[config.mk]
export PLATFORM = sky130hd
export DESIGN_NAME = fmul_normalize
export DESIGN_NICKNAME = d
export VERILOG_FILES = /design/src/rtl/fmul_normalize.sv
export SDC_FILE = /design/constraint.sdc
export NUM_CORES = 1
export LEC_CHECK = 0
export CORE_MARGIN = 2
export CORE_UTILIZATION = 51
export CTS_BUF_LIST = sky130_fd_sc_hd__clkbuf_4 sky130_fd_sc_hd__clkbuf_8 sky130_fd_sc_hd__clkbuf_16
export DETAILED_ROUTE_END_ITERATION = 8
export GPL_TIMING_DRIVEN = 0
export HOLD_SLACK_MARGIN = 0.06
export PLACE_DENSITY_LB_ADDON = 0.2
export SLEW_MARGIN = 10
export SYNTH_ARGS = -nofsm -noshare
export SYNTH_HDL_FRONTEND = slang
export SYNTH_SLANG_ARGS = --single-unit
[constraint.sdc]
create_clock -name i_clk -period 3.85 [get_ports i_clk]
set_clock_uncertainty 0.2 [all_clocks]
set_input_delay 0.385 -clock i_clk [delete_from_list [all_inputs] [get_ports i_clk]]
set_output_delay 0.385 -clock i_clk [all_outputs]
set_load 0.02 [all_outputs]
[src/rtl/fmul_normalize.sv]
// fmul_normalize: two-stage normalize/round back end of a single-precision
// multiplier. Stage 1 aligns the raw mantissa product and captures guard and
// sticky bits. Stage 2 rounds, handles overflow/underflow/zero and keeps
// sticky exception flags {overflow, underflow, inexact}.
// Optional feature: define FMUL_NORMALIZE_RNE_EN for round-to-nearest-even.
// Without it the result is truncated, but inexact is still reported.
module fmul_normalize #(
    parameter int pbits = 48,
    parameter int ebits = 10
) (
    input  logic                    i_clk,
    input  logic                    i_nrst,
    input  logic                    i_valid,
    input  logic                    i_sign,
    input  logic                    i_zero,
    input  logic signed [ebits-1:0] i_exp,
    input  logic [pbits-1:0]        i_mant,
    input  logic                    i_flags_clr,
    output logic                    o_valid,
    output logic [31:0]             o_result,
    output logic [2:0]              o_flags
);

    // One extra bit so that the +1 from normalization and the +1 from a
    // rounding carry can never wrap a large exponent into a small one.
    localparam int EW = ebits + 1;
    typedef logic signed [EW-1:0] exp_t;

    localparam logic [2:0] FLAG_OVF = 3'b100;
    localparam logic [2:0] FLAG_UNF = 3'b010;
    localparam logic [2:0] FLAG_INX = 3'b001;

    // ------------------------------------------------------------------
    // Stage 1: normalize
    // ------------------------------------------------------------------
    logic        v1_q;
    logic        sign1_d, sign1_q;
    logic        zero1_d, zero1_q;
    exp_t        exp_ext;
    exp_t        exp1_d, exp1_q;
    logic [22:0] frac1_d, frac1_q;
    logic        guard1_d, guard1_q;
    logic        sticky1_d, sticky1_q;

    // Pick the fraction window according to whether the product overflowed
    // into bit pbits-1, and collect guard and sticky below it.
    always_comb begin
        // NOTE: every combinational output gets a default first, so no path
        // through the block leaves a value unassigned and no latch is inferred.
        sign1_d   = i_sign;
        zero1_d   = i_zero;
        exp_ext   = exp_t'({i_exp[ebits-1], i_exp});
        exp1_d    = exp_ext;
        frac1_d   = i_mant[pbits-3 -: 23];
        guard1_d  = i_mant[pbits-26];
        sticky1_d = |i_mant[pbits-27:0];
        if (i_mant[pbits-1]) begin
            exp1_d    = exp_ext + exp_t'(1);
            frac1_d   = i_mant[pbits-2 -: 23];
            guard1_d  = i_mant[pbits-25];
            sticky1_d = |i_mant[pbits-26:0];
        end
    end

    // Stage 1 valid bit follows the input every cycle so bubbles propagate.
    always_ff @(posedge i_clk or negedge i_nrst) begin
        // NOTE: sequential state uses non-blocking assignments so every
        // register samples pre-edge values regardless of block ordering.
        if (!i_nrst) v1_q <= 1'b0;
        else         v1_q <= i_valid;
    end

    // Stage 1 data registers load only for valid operands and hold otherwise.
    always_ff @(posedge i_clk or negedge i_nrst) begin
        // NOTE: the data registers are reset as well, because the result
        // register downstream must read zero during and just after reset.
        if (!i_nrst) begin
            sign1_q   <= 1'b0;
            zero1_q   <= 1'b0;
            exp1_q    <= '0;
            frac1_q   <= '0;
            guard1_q  <= 1'b0;
            sticky1_q <= 1'b0;
        end else if (i_valid) begin
            sign1_q   <= sign1_d;
            zero1_q   <= zero1_d;
            exp1_q    <= exp1_d;
            frac1_q   <= frac1_d;
            guard1_q  <= guard1_d;
            sticky1_q <= sticky1_d;
        end
    end

    // ------------------------------------------------------------------
    // Stage 2: round, classify, pack
    // ------------------------------------------------------------------
    logic        round_up;
    logic        frac_c;
    logic [22:0] frac_sum;
    exp_t        exp_r;
    logic [31:0] result_d;
    logic [2:0]  event_d;
    logic [2:0]  flags_d;

    logic        valid2_q;
    logic [31:0] result_q;
    logic [2:0]  flags_q;

    // Round the mantissa, then resolve zero/overflow/underflow/normal.
    always_comb begin
`ifdef FMUL_NORMALIZE_RNE_EN
        round_up = guard1_q & (sticky1_q | frac1_q[0]);
`else
        round_up = 1'b0;
`endif
        // The hidden bit is always 1, so a carry out of the fraction is
        // exactly the mantissa carry-out; the fraction wraps to zero.
        {frac_c, frac_sum} = {1'b0, frac1_q} + 24'(round_up);
        exp_r    = exp1_q + exp_t'({{(EW-1){1'b0}}, frac_c});
        result_d = {sign1_q, exp_r[7:0], frac_sum};
        event_d  = (guard1_q | sticky1_q) ? FLAG_INX : 3'b000;
        if (zero1_q) begin
            result_d = {sign1_q, 31'h0};
            event_d  = 3'b000;
        end else if (exp_r >= exp_t'(255)) begin
            result_d = {sign1_q, 8'hFF, 23'h0};
            event_d  = FLAG_OVF | FLAG_INX;
        end else if (exp_r <= exp_t'(0)) begin
            // Flush to zero; the true value is nonzero, so always inexact.
            result_d = {sign1_q, 31'h0};
            event_d  = FLAG_UNF | FLAG_INX;
        end
    end

    // Sticky flags: clear first, then OR in this cycle's event (event wins).
    always_comb begin
        flags_d = (i_flags_clr ? 3'b000 : flags_q) | (v1_q ? event_d : 3'b000);
    end

    // Output valid follows stage 1; the result register holds across bubbles.
    always_ff @(posedge i_clk or negedge i_nrst) begin
        if (!i_nrst) begin
            valid2_q <= 1'b0;
            result_q <= 32'h0;
        end else begin
            valid2_q <= v1_q;
            if (v1_q) result_q <= result_d;
        end
    end

    // Exception flag register.
    always_ff @(posedge i_clk or negedge i_nrst) begin
        if (!i_nrst) flags_q <= 3'b000;
        else         flags_q <= flags_d;
    end

    assign o_valid  = valid2_q;
    assign o_result = result_q;
    assign o_flags  = flags_q;

endmodule

# [Word-level counts from Yosys, hierarchy flattened]
# Cells that the tools add are included.
[word_totals] word_cells=30 in_bits=64 register_bits=75
[op_classes] addsub=1 bitwise_logic=2 n_mux=13 reduce_logical=2 order_cmp=2
[op_table] operator="31-bit two-way mux" count=3
[op_table] operator="23-bit two-way mux" count=1
[op_table] operator="23-bit OR reduction" count=1
[op_table] operator="22-bit OR reduction" count=1
[op_table] operator="3-bit two-way mux" count=4
[op_table] operator="10-bit by 2-bit adder with 11-bit output (second input constant)" count=1
[op_table] operator="11-bit by 9-bit >= comparator with 1-bit output (second input constant)" count=1
[op_table] operator="11-bit by 1-bit less-or-equal comparator with 1-bit output (second input constant)" count=1
[op_table] operator="11-bit two-way mux" count=1
[op_table] operator="1-bit two-way mux" count=3
[op_table] operator="3-bit OR" count=1
[op_table] operator="2-bit two-way mux" count=1
[op_table] operator="1-bit OR" count=1

# [Logic depth before layout (Yosys ltp)]
[logic_depth] ltp_word=7 mapped_depth=5 ltp_nobuf=4

# [Least setup slack after synthesis]
# Ideal clock, no wire load.
[synth_path] path_type="register to register" start="reg exp1_q[7]" end="reg result_q[10], in the netlist o_result[10]" n_path_buf=2 stages_incl_launch_ff=6 path_slack_ns=2.288 t_arrival_ns=1.222 t_required_ns=3.510 period_less_slack_ns=1.562 cell_sequence="dfrtp_1 -> nor4_1 -> and3_1 -> buf_2 -> buf_4 -> o32ai_1"
[synth_between] elab_chain_cells=4 elab_cells_between_ends=5
[synth_rtl] item="from (decl)" line_no="40" source="exp_t exp1_d, exp1_q;"
[synth_rtl] item="from (signal assigned)" line_no="87" source="exp1_q <= exp1_d;"
[synth_rtl] item="11-bit by 1-bit less-or-equal comparator with 1-bit output" line_no="128" source="end else if (exp_r <= exp_t'(0)) begin"
[synth_rtl] item="31-bit two-way mux" line_no="128"
[synth_rtl] item="31-bit two-way mux (*)" line_no="125" source="end else if (exp_r >= exp_t'(255)) begin"
[synth_rtl] item="31-bit two-way mux (*)" line_no="122" source="if (zero1_q) begin"
[synth_rtl] item="to (signal assigned)" line_no="147" source="if (v1_q) result_q <= result_d;"
[synth_rtl] item="to (decl)" line_no="106" source="logic [31:0] result_q;"
# Mark *: on every way between the ends. The rest lies on a longest branch, timed or not.
# A chain may end at the register's enable or synchronous reset.

# [Final worst setup path]
[layout_path] start="reg result_q[22], in the netlist o_result[22]" end="out o_result[22]"
[layout_rtl] item="to (decl)" line_no="20" source="output logic [31:0] o_result,"
# No word-level cell between the ends.

==> results.sh <==
export IMPL_timing_critical_path_cells="clkdlybuf4s50_1"
export IMPL_timing_max_cap_violations=0
export IMPL_worst_setup_path_type="reg2out"
export IMPL_report_final_hold_viol_count=0
export IMPL_number_of_global_route_vias_before_repair=2998
export IMPL_ys_seq_area_frac=0.538
export IMPL_synth_top_cells_by_area="sky130_fd_sc_hd__dfrtp_1 54%, sky130_fd_sc_hd__mux2i_1 7.2%, sky130_fd_sc_hd__o32ai_1 5.8%"
export IMPL_io_pin_count=100
export IMPL_holdCritPathClass="in2reg"
export IMPL_cpLargestDelayFamily="buffers and inverters"
export IMPL_cp_start_kind="flop"
export IMPL_r2r_end="o_result[18]$_DFFE_PN0P_"
export IMPL_slowest_delay_ns=0.62
export IMPL_synthesis_instances=345
export IMPL_timing_critical_path_fanout_max=2
export IMPL_worstReg2RegStart="exp1_q[9]$_DFFE_PN0P_"
export IMPL_worst_setup_path_end_kind="output pin"
export IMPL_setup_viol=0
export IMPL_finalWirelength_um=8530
export IMPL_cp_data_arrival_time_ns=1.33
export IMPL_synth_cell_type_count=38
export IMPL_synthDominantCellAreaShare=0.538
export IMPL_area_growth_pct=37.3
export IMPL_min_period_ns=1.92
export IMPL_synth_warning_count=0
export IMPL_ff2ff_setup_slack_ns=1.94
export IMPL_drv_slew=0
export IMPL_htree_levels=3
export IMPL_cts_root_buffer_cell="sky130_fd_sc_hd__clkbuf_8"
export IMPL_synth_top_cell_by_area="sky130_fd_sc_hd__dfrtp_1"
export IMPL_rows=30
export IMPL_cp_required_ns=3.26
export IMPL_start_util=0.519
export IMPL_clkTransAtPathRegs_ns=0.07
export IMPL_timing_reg2reg_worst_path_depth=5
export IMPL_final_util=0.712
export IMPL_iteration_0_drc_count_of_the_detailed_router=168
export IMPL_routed_via_count=3029
export IMPL_global_route_wire_length_before_repair_um=14300
export IMPL_maximum_number_of_pins_on_one_net_before_global_route_repair=45
export IMPL_clk_sinks=75
export IMPL_run_status="finished, final reports clean"
export IMPL_number_of_antenna_violations_at_the_first_check_in_global_routing=0
export IMPL_min_delay_path_depth=4
export IMPL_viasPerCell=5.61
export IMPL_ant_nets=0
export IMPL_worst_hold_slack_ns=0.282
export IMPL_routedWlPerCell_um=15.8
export IMPL_netlist_area_mm2=0.00349
export IMPL_post_route_period_util=0.498
export IMPL_worst_slew_pin_slew_ns=0.547
export IMPL_grt_overflow=0
export IMPL_min_delay_start="i_mant[47]"
export IMPL_grt_total_usage=0.240
export IMPL_rsz0062_at_grt="no"
export IMPL_drive_gt1_frac=0.0761
export IMPL_cpMaxStageDelayCell="sky130_fd_sc_hd__clkdlybuf4s50_1"
export IMPL_timing_max_slew_rel_slack=0.634
export IMPL_clk_latency_ns=0.34
export IMPL_antenna_cells_inserted=0
export IMPL_clock_path_buffers=2
export IMPL_die_w_um=86.7
export IMPL_fmaxAchievable_mhz=522
export IMPL_cts_made_buffers=9
export IMPL_max_vdd_ir_drop_v=0.000188
export IMPL_final_wtd_congestion=0.877
export IMPL_place_port_buffers=98
export IMPL_core_area_mm2=0.00672
export IMPL_chipHeight_um=86.7
export IMPL_synth_ff_latch_count=75
export IMPL_synth_net_count=410
export IMPL_tritoncts="yes"
export IMPL_final_net_count=521
export IMPL_syn_area_per_cell_um2=10.1
export IMPL_total_leakage_power_nw=1.92
export IMPL_power_per_cell_area_mw_per_mm2=386
export IMPL_drc_viols=0
export IMPL_detail_route_first_pass_iterations=4
export IMPL_design_die_area_mm2=0.00752
export IMPL_detailed_place_hpwl_um=6310
export IMPL_holdPathEnd="exp1_q[8]$_DFFE_PN0P_"
export IMPL_critical_path_buf_inv_count=1
per-layer routing:
metal  global-route usage  up-vias  share of wire
met4               0.0838        0          0.018
li1                     -     1467              -
met1                0.330     1449           0.45
met3               0.0429       15          0.042
met2                0.387       98           0.49
met5                    0        -              0
cells by family (layout without fill, tap and decap cells):
| logic type | after synthesis | after routing | synth area share |
|---|---|---|---|
| xor gates and xnor gates | 4 | 4 | 0.0100 |
| AOI/OAI and AO/OA | 87 | 87 | 0.160 |
| buffers and inverters | 51 | 166 | 0.0635 |
| and+or+nand+nor | 99 | 99 | 0.144 |
| DFF | 75 | 75 | 0.538 |
| adders and majority gates | 1 | 1 | 0.00359 |
| muxes | 28 | 28 | 0.0814 |
power breakdown:
part           switching, mW  internal [mW]
registers             0.0459          0.857
logic                  0.174          0.178
clock network          0.279          0.311
sequential cells by signal, indices dropped and copies added, names as in the netlist:
signal / flops
o_valid: 1
o_result: 32
sign1_q: 1
sticky1_q: 1
o_flags: 3
guard1_q: 1
zero1_q: 1
exp1_q: 11
frac1_q: 23
v1_q: 1
final cells by class:
class / count / area, um2
tap: 80 / 100
sequential: 75 / 1880
fill: 506 / 1930
multi-input combinational: 219 / 1390
clock buffer: 10 / 138
inverter: 25 / 93.8
timing repair buffer: 100 / 1010
clock inverter: 5 / 53.8
buffer: 26 / 128
worst max-delay path by stage:
| stage | from | to | depth (start not counted) |
|---|---|---|---|
| after floorplan | exp1_q[7]$_DFFE_PN0P_ | o_result[10]$_DFFE_PN0P_ | 5 |
| after global placement | i_nrst | o_result[9]$_DFFE_PN0P_ | 1 |
| after detailed placement | i_valid | exp1_q[9]$_DFFE_PN0P_ | 4 |
| after CTS | o_result[22]$_DFFE_PN0P_ | o_result[22] | 1 |
| after global routing | i_valid | exp1_q[3]$_DFFE_PN0P_ | 4 |
| final | o_result[22]$_DFFE_PN0P_ | o_result[22] | 1 |
cells in the mapped netlist, drive strengths merged:
| library cell | number |
|---|---|
| nor3 | 1 |
| dfrtp | 75 |
| nor4b | 1 |
| nor2 | 37 |
| a21oi | 37 |
| a31oi | 6 |
| nor2b | 8 |
| a2bb2oi | 1 |
| inv | 25 |
| mux2 | 3 |
| buf | 17 |
| nand2b | 2 |
| or3 | 4 |
| xnor2 | 1 |
| nand3 | 26 |
| o21a | 1 |
| xor2 | 3 |
| o22a | 1 |
| o31ai | 1 |
| o221ai | 1 |
| nand4 | 7 |
| ha | 1 |
| o32ai | 23 |
| nor3b | 1 |
| clkbuf | 9 |
| or4 | 1 |
| o2bb2ai | 2 |
| and3 | 1 |
| mux2i | 25 |
| o311ai | 1 |
| nand2 | 4 |
| o21ai | 13 |
| nor4 | 6 |
layout by cell type, fill, tap and decap left out, types with 2 or more instances in the layout:
cell and count:
sky130_fd_sc_hd__clkbuf_8 10, sky130_fd_sc_hd__buf_4 7, sky130_fd_sc_hd__dfrtp_1 75, sky130_fd_sc_hd__a21oi_1 37
sky130_fd_sc_hd__o21ai_0 10, sky130_fd_sc_hd__a31oi_1 6, sky130_fd_sc_hd__nor2b_1 8, sky130_fd_sc_hd__nand2_1 4
sky130_fd_sc_hd__nor2_1 37, sky130_fd_sc_hd__clkdlybuf4s50_1 97, sky130_fd_sc_hd__inv_1 25, sky130_fd_sc_hd__o2bb2ai_1 2
sky130_fd_sc_hd__clkinv_2 3, sky130_fd_sc_hd__nand4_1 6, sky130_fd_sc_hd__o32ai_1 23, sky130_fd_sc_hd__mux2i_1 25
sky130_fd_sc_hd__nand3_1 26, sky130_fd_sc_hd__o21ai_1 3, sky130_fd_sc_hd__buf_2 6, sky130_fd_sc_hd__mux2_2 3
sky130_fd_sc_hd__nor4_1 6, sky130_fd_sc_hd__nand2b_1 2, sky130_fd_sc_hd__or3_1 3, sky130_fd_sc_hd__xor2_1 3
sky130_fd_sc_hd__buf_1 5, sky130_fd_sc_hd__clkbuf_1 9
metrics by stage:
step                      cell area (um2)  std cells  power (mW)  TNS, ns  setup WS, ns
after floorplan                      3490        345        1.08        0          2.29
after global placement               4570        523        1.26   -20.71        -0.280
after detailed placement             4590        524        1.27        0          1.59
after CTS                            4790        540        1.85        0          1.92
after global routing                 4790        540        1.93        0          1.82
final                                4790        540        1.85        0          1.93
timing repair:
action	CTS	global route
hold endpoints to repair	31	0
setup endpoints to repair	0	0
hold buffers	1	0
buffers inserted	0	0
gates resized for setup	0	0
No activity file was read; power rests on OpenSTA's default activity.
